`src/rtl/timer_pkg.sv`:
```
// ---------------------------------------------------------------------------
// timer_pkg : shared state type, 7-segment table and BCD helper
// rev 1.0
// ---------------------------------------------------------------------------
`default_nettype none

package timer_pkg;

  typedef enum logic [1:0] {
    ST_IDLE  = 2'd0,
    ST_RUN   = 2'd1,
    ST_PAUSE = 2'd2,
    ST_DONE  = 2'd3
  } state_t;

  localparam int C_MAX_DIGITS = 6;

  // Active-high segment patterns (a..g on bits 0..6); non-decimal codes are dark.
  localparam logic [6:0] C_SEG_ENC [16] = '{
    7'h3F, 7'h06, 7'h5B, 7'h4F, 7'h66, 7'h6D, 7'h7D, 7'h07,
    7'h7F, 7'h67, 7'h00, 7'h00, 7'h00, 7'h00, 7'h00, 7'h00
  };

  localparam logic [6:0] C_SEG_BLANK = 7'h7F;

  function automatic logic [6:0] seg_encode(input logic [3:0] digit);
    return C_SEG_ENC[digit];
  endfunction

  function automatic logic [4*C_MAX_DIGITS-1:0] to_bcd(input int unsigned value);
    logic [4*C_MAX_DIGITS-1:0] result;
    int unsigned               rest;
    result = '0;
    rest   = value;
    for (int i = 0; i < C_MAX_DIGITS; i++) begin
      result[4*i +: 4] = 4'(rest % 10);
      rest             = rest / 10;
    end
    return result;
  endfunction

endpackage

`default_nettype wire

```
`src/rtl/countdown_timer_mux_if.sv`:
```
// ---------------------------------------------------------------------------
// countdown_timer_mux_if : buttons, mode and display/LED bundle of the timer
// rev 1.0
// ---------------------------------------------------------------------------
`default_nettype none

interface countdown_timer_mux_if #(
  parameter int DIGITS = 2,
  parameter int LED_N  = 6
);

  logic              i_btn_start;
  logic              i_btn_reset;
  logic              i_mode;
  logic [6:0]        o_seg;
  logic [DIGITS-1:0] o_dig_en;
  logic [LED_N-1:0]  o_led;
  logic              o_running;
  logic              o_done;

  modport master (
    output i_btn_start, i_btn_reset, i_mode,
    input  o_seg, o_dig_en, o_led, o_running, o_done
  );

  modport slave (
    input  i_btn_start, i_btn_reset, i_mode,
    output o_seg, o_dig_en, o_led, o_running, o_done
  );

endinterface

`default_nettype wire

```
`src/rtl/seven_seg_scan.sv`:
```
// ---------------------------------------------------------------------------
// seven_seg_scan : time-multiplexed common-segment driver, registered outputs
// rev 1.0
// ---------------------------------------------------------------------------
`default_nettype none

module seven_seg_scan
  import timer_pkg::*;
#(
  parameter int         DIGITS  = 2,
  parameter int         SCAN    = 1,
  parameter logic [6:0] RST_SEG = 7'h7F
) (
  input  logic                i_clk,
  input  logic                i_rst,
  input  logic [4*DIGITS-1:0] i_bcd,
  input  logic [DIGITS-1:0]   i_blank,
  output logic [6:0]          o_seg,
  output logic [DIGITS-1:0]   o_dig_en
);

  localparam int C_CW = (SCAN > 1) ? $clog2(SCAN) : 1;
  localparam int C_IW = (DIGITS > 1) ? $clog2(DIGITS) : 1;

  logic [C_CW-1:0] r_cnt;
  logic [C_IW-1:0] r_idx;
  logic            w_slot_end;
  logic [C_IW-1:0] w_next_idx;
  logic [3:0]      w_digit;
  logic [6:0]      w_seg_next;

  always_comb begin
    w_slot_end = (r_cnt == C_CW'(SCAN - 1));
    w_next_idx = r_idx;
    if (w_slot_end) begin
      w_next_idx = (r_idx == C_IW'(DIGITS - 1)) ? '0 : r_idx + C_IW'(1);
    end
    w_digit    = i_bcd[4*w_next_idx +: 4];
    w_seg_next = i_blank[w_next_idx] ? C_SEG_BLANK : ~seg_encode(w_digit);
  end

  // Segment pattern and enable are both derived from the next index so they switch together.
  always_ff @(posedge i_clk or posedge i_rst) begin
    if (i_rst) begin
      r_cnt    <= '0;
      r_idx    <= '0;
      o_seg    <= RST_SEG;
      o_dig_en <= DIGITS'(1);
    end else begin
      r_cnt    <= w_slot_end ? '0 : r_cnt + C_CW'(1);
      r_idx    <= w_next_idx;
      o_seg    <= w_seg_next;
      o_dig_en <= DIGITS'(1) << w_next_idx;
    end
  end

endmodule

`default_nettype wire

```
`src/rtl/countdown_timer_mux.sv`:
```
// ---------------------------------------------------------------------------
// countdown_timer_mux : BCD up/down timer with run/pause FSM, muxed display, alarm LEDs
// rev 1.0
// ---------------------------------------------------------------------------
`default_nettype none

module countdown_timer_mux
  import timer_pkg::*;
#(
  parameter int CLK_HZ   = 27000000,
  parameter int TICK_HZ  = 1,
  parameter int DIGITS   = 2,
  parameter int PRESET   = 59,
  parameter int MUX_HZ   = 90,
  parameter int LED_N    = 6,
  parameter int BLINK    = 1,
  parameter int BLANK_LZ = 0
) (
  input  logic                i_clk,
  input  logic                i_rst,
  countdown_timer_mux_if.slave bus
);

  localparam int C_DIV      = CLK_HZ / TICK_HZ;
  localparam int C_PW       = (C_DIV > 1) ? $clog2(C_DIV) : 1;
  localparam int C_SCAN_RAW = CLK_HZ / (MUX_HZ * DIGITS);
  localparam int C_SCAN     = (C_SCAN_RAW < 1) ? 1 : C_SCAN_RAW;
  localparam int C_BW       = 4 * DIGITS;

  localparam logic [4*C_MAX_DIGITS-1:0] C_PRESET_ALL = to_bcd(PRESET);
  localparam logic [C_BW-1:0]           C_PRESET_BCD = C_PRESET_ALL[C_BW-1:0];
  localparam logic [6:0]                C_RST_SEG    = ~seg_encode(C_PRESET_ALL[3:0]);
  localparam logic [C_PW-1:0]           C_PRESC_LAST = C_PW'(C_DIV - 1);

  state_t            r_state;
  logic              r_mode;
  logic [C_BW-1:0]   r_count;
  logic [C_PW-1:0]   r_presc;
  logic [LED_N-1:0]  r_led;
  logic              r_running;
  logic              r_done;
  logic              r_start_smp, r_start_prev;
  logic              r_reset_smp, r_reset_prev;

  logic              w_start_edge, w_reset_edge, w_wrap;
  logic [C_BW-1:0]   w_load, w_tv, w_inc, w_dec, w_next;
  logic [DIGITS-1:0] w_blank;

  assign w_start_edge = r_start_smp & ~r_start_prev;
  assign w_reset_edge = r_reset_smp & ~r_reset_prev;
  assign w_wrap       = (r_presc == C_PRESC_LAST);
  assign w_load       = bus.i_mode ? '0 : C_PRESET_BCD;
  assign w_tv         = r_mode ? C_PRESET_BCD : '0;

  always_comb begin
    logic carry;
    logic borrow;
    w_inc  = r_count;
    w_dec  = r_count;
    carry  = 1'b1;
    borrow = 1'b1;
    for (int i = 0; i < DIGITS; i++) begin
      if (carry) begin
        if (r_count[4*i +: 4] == 4'd9) begin
          w_inc[4*i +: 4] = 4'd0;
        end else begin
          w_inc[4*i +: 4] = r_count[4*i +: 4] + 4'd1;
          carry           = 1'b0;
        end
      end
      if (borrow) begin
        if (r_count[4*i +: 4] == 4'd0) begin
          w_dec[4*i +: 4] = 4'd9;
        end else begin
          w_dec[4*i +: 4] = r_count[4*i +: 4] - 4'd1;
          borrow          = 1'b0;
        end
      end
    end
    // Already at terminal (e.g. PRESET of 0) means the next tick just confirms it.
    w_next = (r_count == w_tv) ? w_tv : (r_mode ? w_inc : w_dec);
  end

  always_comb begin
    logic lead;
    w_blank = '0;
    lead    = (BLANK_LZ != 0);
    for (int i = DIGITS - 1; i > 0; i--) begin
      if (lead && (r_count[4*i +: 4] == 4'd0)) begin
        w_blank[i] = 1'b1;
      end else begin
        lead = 1'b0;
      end
    end
  end

  always_ff @(posedge i_clk or posedge i_rst) begin
    if (i_rst) begin
      r_start_smp  <= 1'b0;
      r_start_prev <= 1'b0;
      r_reset_smp  <= 1'b0;
      r_reset_prev <= 1'b0;
      r_state      <= ST_IDLE;
      r_mode       <= 1'b0;
      r_count      <= C_PRESET_BCD;
      r_presc      <= '0;
      r_led        <= '1;
      r_running    <= 1'b0;
      r_done       <= 1'b0;
    end else begin
      r_start_smp  <= bus.i_btn_start;
      r_start_prev <= r_start_smp;
      r_reset_smp  <= bus.i_btn_reset;
      r_reset_prev <= r_reset_smp;
      if (w_reset_edge) begin
        r_state   <= ST_IDLE;
        r_mode    <= bus.i_mode;
        r_count   <= w_load;
        r_presc   <= '0;
        r_led     <= '1;
        r_running <= 1'b0;
        r_done    <= 1'b0;
      end else begin
        case (r_state)
          ST_IDLE: begin
            r_mode  <= bus.i_mode;
            r_count <= w_load;
            r_presc <= '0;
            if (w_start_edge) begin
              r_state   <= ST_RUN;
              r_running <= 1'b1;
            end
          end
          ST_RUN: begin
            if (w_start_edge) begin
              r_state   <= ST_PAUSE;
              r_running <= 1'b0;
            end else if (w_wrap) begin
              r_presc <= '0;
              r_count <= w_next;
              if (w_next == w_tv) begin
                r_state   <= ST_DONE;
                r_running <= 1'b0;
                r_done    <= 1'b1;
                r_led     <= '0;
              end
            end else begin
              r_presc <= r_presc + C_PW'(1);
            end
          end
          ST_PAUSE: begin
            if (w_start_edge) begin
              r_state   <= ST_RUN;
              r_running <= 1'b1;
            end
          end
          ST_DONE: begin
            if (w_wrap) begin
              r_presc <= '0;
              if (BLINK != 0) r_led <= ~r_led;
            end else begin
              r_presc <= r_presc + C_PW'(1);
            end
          end
          default: r_state <= ST_IDLE;
        endcase
      end
    end
  end

  assign bus.o_led     = r_led;
  assign bus.o_running = r_running;
  assign bus.o_done    = r_done;

  seven_seg_scan #(
    .DIGITS  (DIGITS),
    .SCAN    (C_SCAN),
    .RST_SEG (C_RST_SEG)
  ) u_scan (
    .i_clk    (i_clk),
    .i_rst    (i_rst),
    .i_bcd    (r_count),
    .i_blank  (w_blank),
    .o_seg    (bus.o_seg),
    .o_dig_en (bus.o_dig_en)
  );

endmodule

`default_nettype wire

```
`src/flat_wrapper.sv`:
```
// flat-port wrapper written by rule: the top's interface ports become plain ports
module countdown_timer_mux_flat import timer_pkg::*;
#(
  parameter int CLK_HZ   = 27000000,
  parameter int TICK_HZ  = 1,
  parameter int DIGITS   = 2,
  parameter int PRESET   = 59,
  parameter int MUX_HZ   = 90,
  parameter int LED_N    = 6,
  parameter int BLINK    = 1,
  parameter int BLANK_LZ = 0
)
  (i_clk, i_rst, bus_i_btn_start, bus_i_btn_reset, bus_i_mode, bus_o_seg, bus_o_dig_en, bus_o_led, bus_o_running, bus_o_done);
  countdown_timer_mux_if #(.DIGITS(DIGITS), .LED_N(LED_N)) bus_i ();
  input  logic i_clk;
  input  logic i_rst;
  input wire logic [$bits(bus_i.i_btn_start)-1:0] bus_i_btn_start;
  input wire logic [$bits(bus_i.i_btn_reset)-1:0] bus_i_btn_reset;
  input wire logic [$bits(bus_i.i_mode)-1:0] bus_i_mode;
  output wire logic [$bits(bus_i.o_seg)-1:0] bus_o_seg;
  output wire logic [$bits(bus_i.o_dig_en)-1:0] bus_o_dig_en;
  output wire logic [$bits(bus_i.o_led)-1:0] bus_o_led;
  output wire logic [$bits(bus_i.o_running)-1:0] bus_o_running;
  output wire logic [$bits(bus_i.o_done)-1:0] bus_o_done;
  assign bus_i.i_btn_start = bus_i_btn_start;
  assign bus_i.i_btn_reset = bus_i_btn_reset;
  assign bus_i.i_mode = bus_i_mode;
  assign bus_o_seg = bus_i.o_seg;
  assign bus_o_dig_en = bus_i.o_dig_en;
  assign bus_o_led = bus_i.o_led;
  assign bus_o_running = bus_i.o_running;
  assign bus_o_done = bus_i.o_done;
  countdown_timer_mux #(.CLK_HZ(CLK_HZ), .TICK_HZ(TICK_HZ), .DIGITS(DIGITS), .PRESET(PRESET), .MUX_HZ(MUX_HZ), .LED_N(LED_N), .BLINK(BLINK), .BLANK_LZ(BLANK_LZ)) u_core (.i_clk(i_clk), .i_rst(i_rst), .bus(bus_i));
endmodule
```
`config.mk`:
```
export PLATFORM = sky130hd
export DESIGN_NAME = countdown_timer_mux_flat
export DESIGN_NICKNAME = d
export VERILOG_FILES = /design/src/rtl/timer_pkg.sv /design/src/rtl/countdown_timer_mux_if.sv /design/src/rtl/seven_seg_scan.sv /design/src/rtl/countdown_timer_mux.sv /design/src/flat_wrapper.sv
export SDC_FILE = /design/constraint.sdc
export NUM_CORES = 1
export LEC_CHECK = 0
export BUFFER_PORTS_ARGS = -buffer_cell sky130_fd_sc_hd__buf_4
export CAP_MARGIN = 5
export CORE_MARGIN = 3
export CORE_UTILIZATION = 55
export CTS_CLUSTER_DIAMETER = 120
export CTS_CLUSTER_SIZE = 16
export DETAILED_ROUTE_END_ITERATION = 16
export GPL_TIMING_DRIVEN = 0
export PLACE_DENSITY = 0.69
export SYNTH_ARGS = -nofsm -noshare
export SYNTH_HDL_FRONTEND = slang
export SYNTH_SLANG_ARGS = --single-unit
```
`constraint.sdc`:
```
create_clock -name i_clk -period 3.5 [get_ports i_clk]
set_input_delay 0.35 -clock i_clk [delete_from_list [all_inputs] [get_ports i_clk]]
set_output_delay 0.35 -clock i_clk [all_outputs]
set_load 0.01 [all_outputs]
```
==> results.tsv <==
metric	value	unit
Syn Inst Count	478	
Hold Crit Start	bus_i_btn_reset	
DP HPWL	6430	µm
critical path type	reg2reg	
Fmax	325	MHz
critical path's top delay family	compound AO/OA/AOI/OAI gates	
Detail Route Antenna Nets	0	
antenna cells	0	
DRC	0	
Pleak	2.04	nW
final hold slack	0.104	ns
Die X	94.3	µm
CTS max path bufs	2	
worst hold path class	in2reg	
power per cell area	448	nW/µm²
slew margin rel.	48.8	%
Commonest cells post-synth	62 x dfrtp_1, 48 x nand2_1, 40 x nor2_1	
setup tns final	0	ns
share of cells above drive strength 1	13.9	%
Hold Vio Cnt, Final	0	
crit share post-route	87.8	%
max_cap viols	0	
Crit. Startpoint	u_core.u_scan.r_cnt[0]	
grt ovf	0	
Crit Path Max Fanout	10	
Syn Area/Cell	8.97	µm²
Initial Util	57.9	%
ys async rst share	100	%
pre-CTS setup slack	0.254	ns
Worst setup SP type	flop	
worst vdd ir	0.284	mV
clk sinks	75	
DR vias	3613	
Post-Synth Adder-Cell Area	3.79	%
root buffer cell	clkbuf_8	
XOR/XNOR share of the synthesized area	6.94	%
placed insts	599	
slowest stage cell, crit path	dfrtp_1	
Worst-Margin Slew	0.766	ns
EDFF count, synth	0	
total track usage	22.6	%
Arrival @ worst endpoint	3.35	ns
Final nets	530	
most frequent cell after synthesis	dfrtp_1	
top post-synthesis cells by area	dfrtp_1 36%, dfstp_2 8.0%, xor2_1 4.5%, nand2_1 4.2%, o21ai_0 4.1%	
YS warnings	0	
row cnt	31	
worst r2r src	u_core.u_scan.r_cnt[0]	
combinational family with the most area after synthesis	simple AND/OR/NAND/NOR gates	
Total Wirelength	9270	µm
simple-gate share of the synthesized area	23.9	%
net count after synthesis	496	
H-tree depth	3	
Core ar.	7410	µm²
Seq pwr share	44.9	%
die area	8890	µm²
Worst Path Buf+Inv	2	
Combinational Power Share	26.4	%
Synth area leader	dfrtp_1	
post-synth cell types	62	
Compound-Gate Fraction of Synth Area	16.2	%
RSZ-0062 raised after global routing	false	
post-route insts no fill	616	
vias in the first global route	3335	
Layout area overhead	11.8	%
status	completed	
leading register cell type out of synthesis	dfrtp_1	
CP Cell Sequence	ha_1 -> and3_1 -> nand4_1 -> nor2_1 -> xnor2_2 -> buf_2 -> nor2_1 -> a21oi_1 -> ha_1 -> inv_1 -> a21oi_1 -> mux2i_1 -> o32a_1	
switching power	0.722	mW
Slew Limit Fails	0	
cell area after synthesis	4290	µm²
Initial DRC Count	225	
Power Internal	1.43	mW
switching share of power	33.6	%
fin worst setup slack	0.426	ns
Ports	22	
largest net degree at the start of global routing	60	
post-detailed-route wirelength per cell	15.1	µm
mux contribution to synthesized area	0.933	%
Required @ worst endpoint	3.78	ns
final setup vio count	0	
Die H	94.3	µm
I/O Buffers	21	
Final Power	2.15	mW
Tmin final	3.07	ns
Clock Skew	0.00667	ns
Seq/Total Area, Yosys	44.1	%
Seq cells post-synth	75	
Clock Latency Late Sink	0.35	ns
initial antenna violation count	0	
Max stage delay on crit path	0.40	ns
Worst Setup End Kind	flop	
cts bufs inserted	9	
first-pass iteration count of the detailed router	5	
CTS tree	built	
DR vias/cell	5.87	
first-pass GRT wire length	16000	µm
Worst-path clk slew	0.08	ns
share of the synthesized area in the top cell type	36.2	%
clock network power share	28.7	%
GP Congestion	0.937	
[cells by family (layout without fill, tap and decap cells)]
kind of cell | count (synthesis) | in the layout
and+or+nand+nor | 199 | 199
AOI/OAI and AO/OA | 111 | 111
DFF | 75 | 75
buffers and inverters | 42 | 81
xor gates and xnor gates | 34 | 34
adders and majority gates | 13 | 13
muxes | 4 | 4
[stage by stage]
step / utilization (%) / cell area [µm²]
6_report: 64.7 / 4800
5_1_grt: 64.7 / 4800
4_1_cts: 64.6 / 4790
3_5_place_dp: 62.1 / 4600
3_3_place_gp: 61.7 / 4570
2_1_floorplan: - / 4290
[registers in the layout, summed over array words and instances (netlist names)]
signal and count:
u_core.r_presc 25, u_core.u_scan.r_cnt 18, u_core.r_count 8, u_core.u_scan.o_seg 7, u_core.bus.o_led 6, u_core.r_state 2, u_core.u_scan.o_dig_en 2, u_core.bus.o_done 1
u_core.bus.o_running 1, u_core.r_mode 1, u_core.r_reset_prev 1, u_core.r_reset_smp 1, u_core.r_start_prev 1, u_core.r_start_smp 1
[cell type report]
cell class              instances  area, µm²
inverters                      19       73.8
well taps                      99        124
plain buffers                  23        105
clock inverters                 6       40.0
flip-flops and latches         75       1890
fillers                       620       2610
multi-input cells             361       2230
clock buffers                  10        138
repair buffers                 23        195
[metal layers]
layer	GRT usage (%)	wire (µm)
met2	32.2	3910
met3	4.89	441
met1	34.6	4810
met4	6.02	116
met5	0	0
[placed cells by master, fill, tap and decap left out, drive strengths merged, types with 5 or more instances in the layout]
master / Yosys / routed
nand3: 25 / 25
nor2: 40 / 40
and3: 9 / 9
nand4: 10 / 10
clkbuf: 14 / 24
a21oi: 31 / 31
o21ai: 37 / 37
buf: 9 / 31
or3: 11 / 11
ha: 13 / 13
dfstp: 13 / 13
dfrtp: 62 / 62
nor2b: 6 / 6
nor3: 15 / 15
a31oi: 7 / 7
xnor2: 12 / 12
nand2: 48 / 48
nand2b: 5 / 5
xor2: 22 / 22
inv: 19 / 20
[power by group through the flow]
stage / Combinational, mW / Clock (mW) / Sequential (mW)
floorplan: 0.391 / 0 / 0.986
finish: 0.568 / 0.616 / 0.965
CTS: 0.560 / 0.630 / 0.964
global placement: 0.546 / 0 / 0.979
global route: 0.632 / 0.666 / 0.971
detailed placement: 0.556 / 0 / 0.979
[what timing repair did]
| action | CTS | global route |
|---|---|---|
| endpoints found under the setup margin | 0 | 2 |
| hold buffers | 1 | 0 |
| gates resized for setup | 0 | 1 |
| setup buffers | 0 | 0 |
| hold endpoints to repair | 16 | 0 |
[path summary, 6_finish.rpt]
kind | to | slack [ns] | cells after the start
worst max-delay path | u_core.u_scan.o_seg[4] | 0.43 | 13
worst min register to register | u_core.r_reset_prev | 0.38 | 0
min in group asynchronous | u_core.r_presc[9] | 0.49 | 3
worst min-delay path | u_core.r_reset_smp | 0.10 | 1
worst max register to register | u_core.u_scan.o_seg[4] | 0.43 | 13
max in group asynchronous | u_core.r_count[4] | 2.41 | 4
Note: power is estimated with default switching activity, not from simulation.
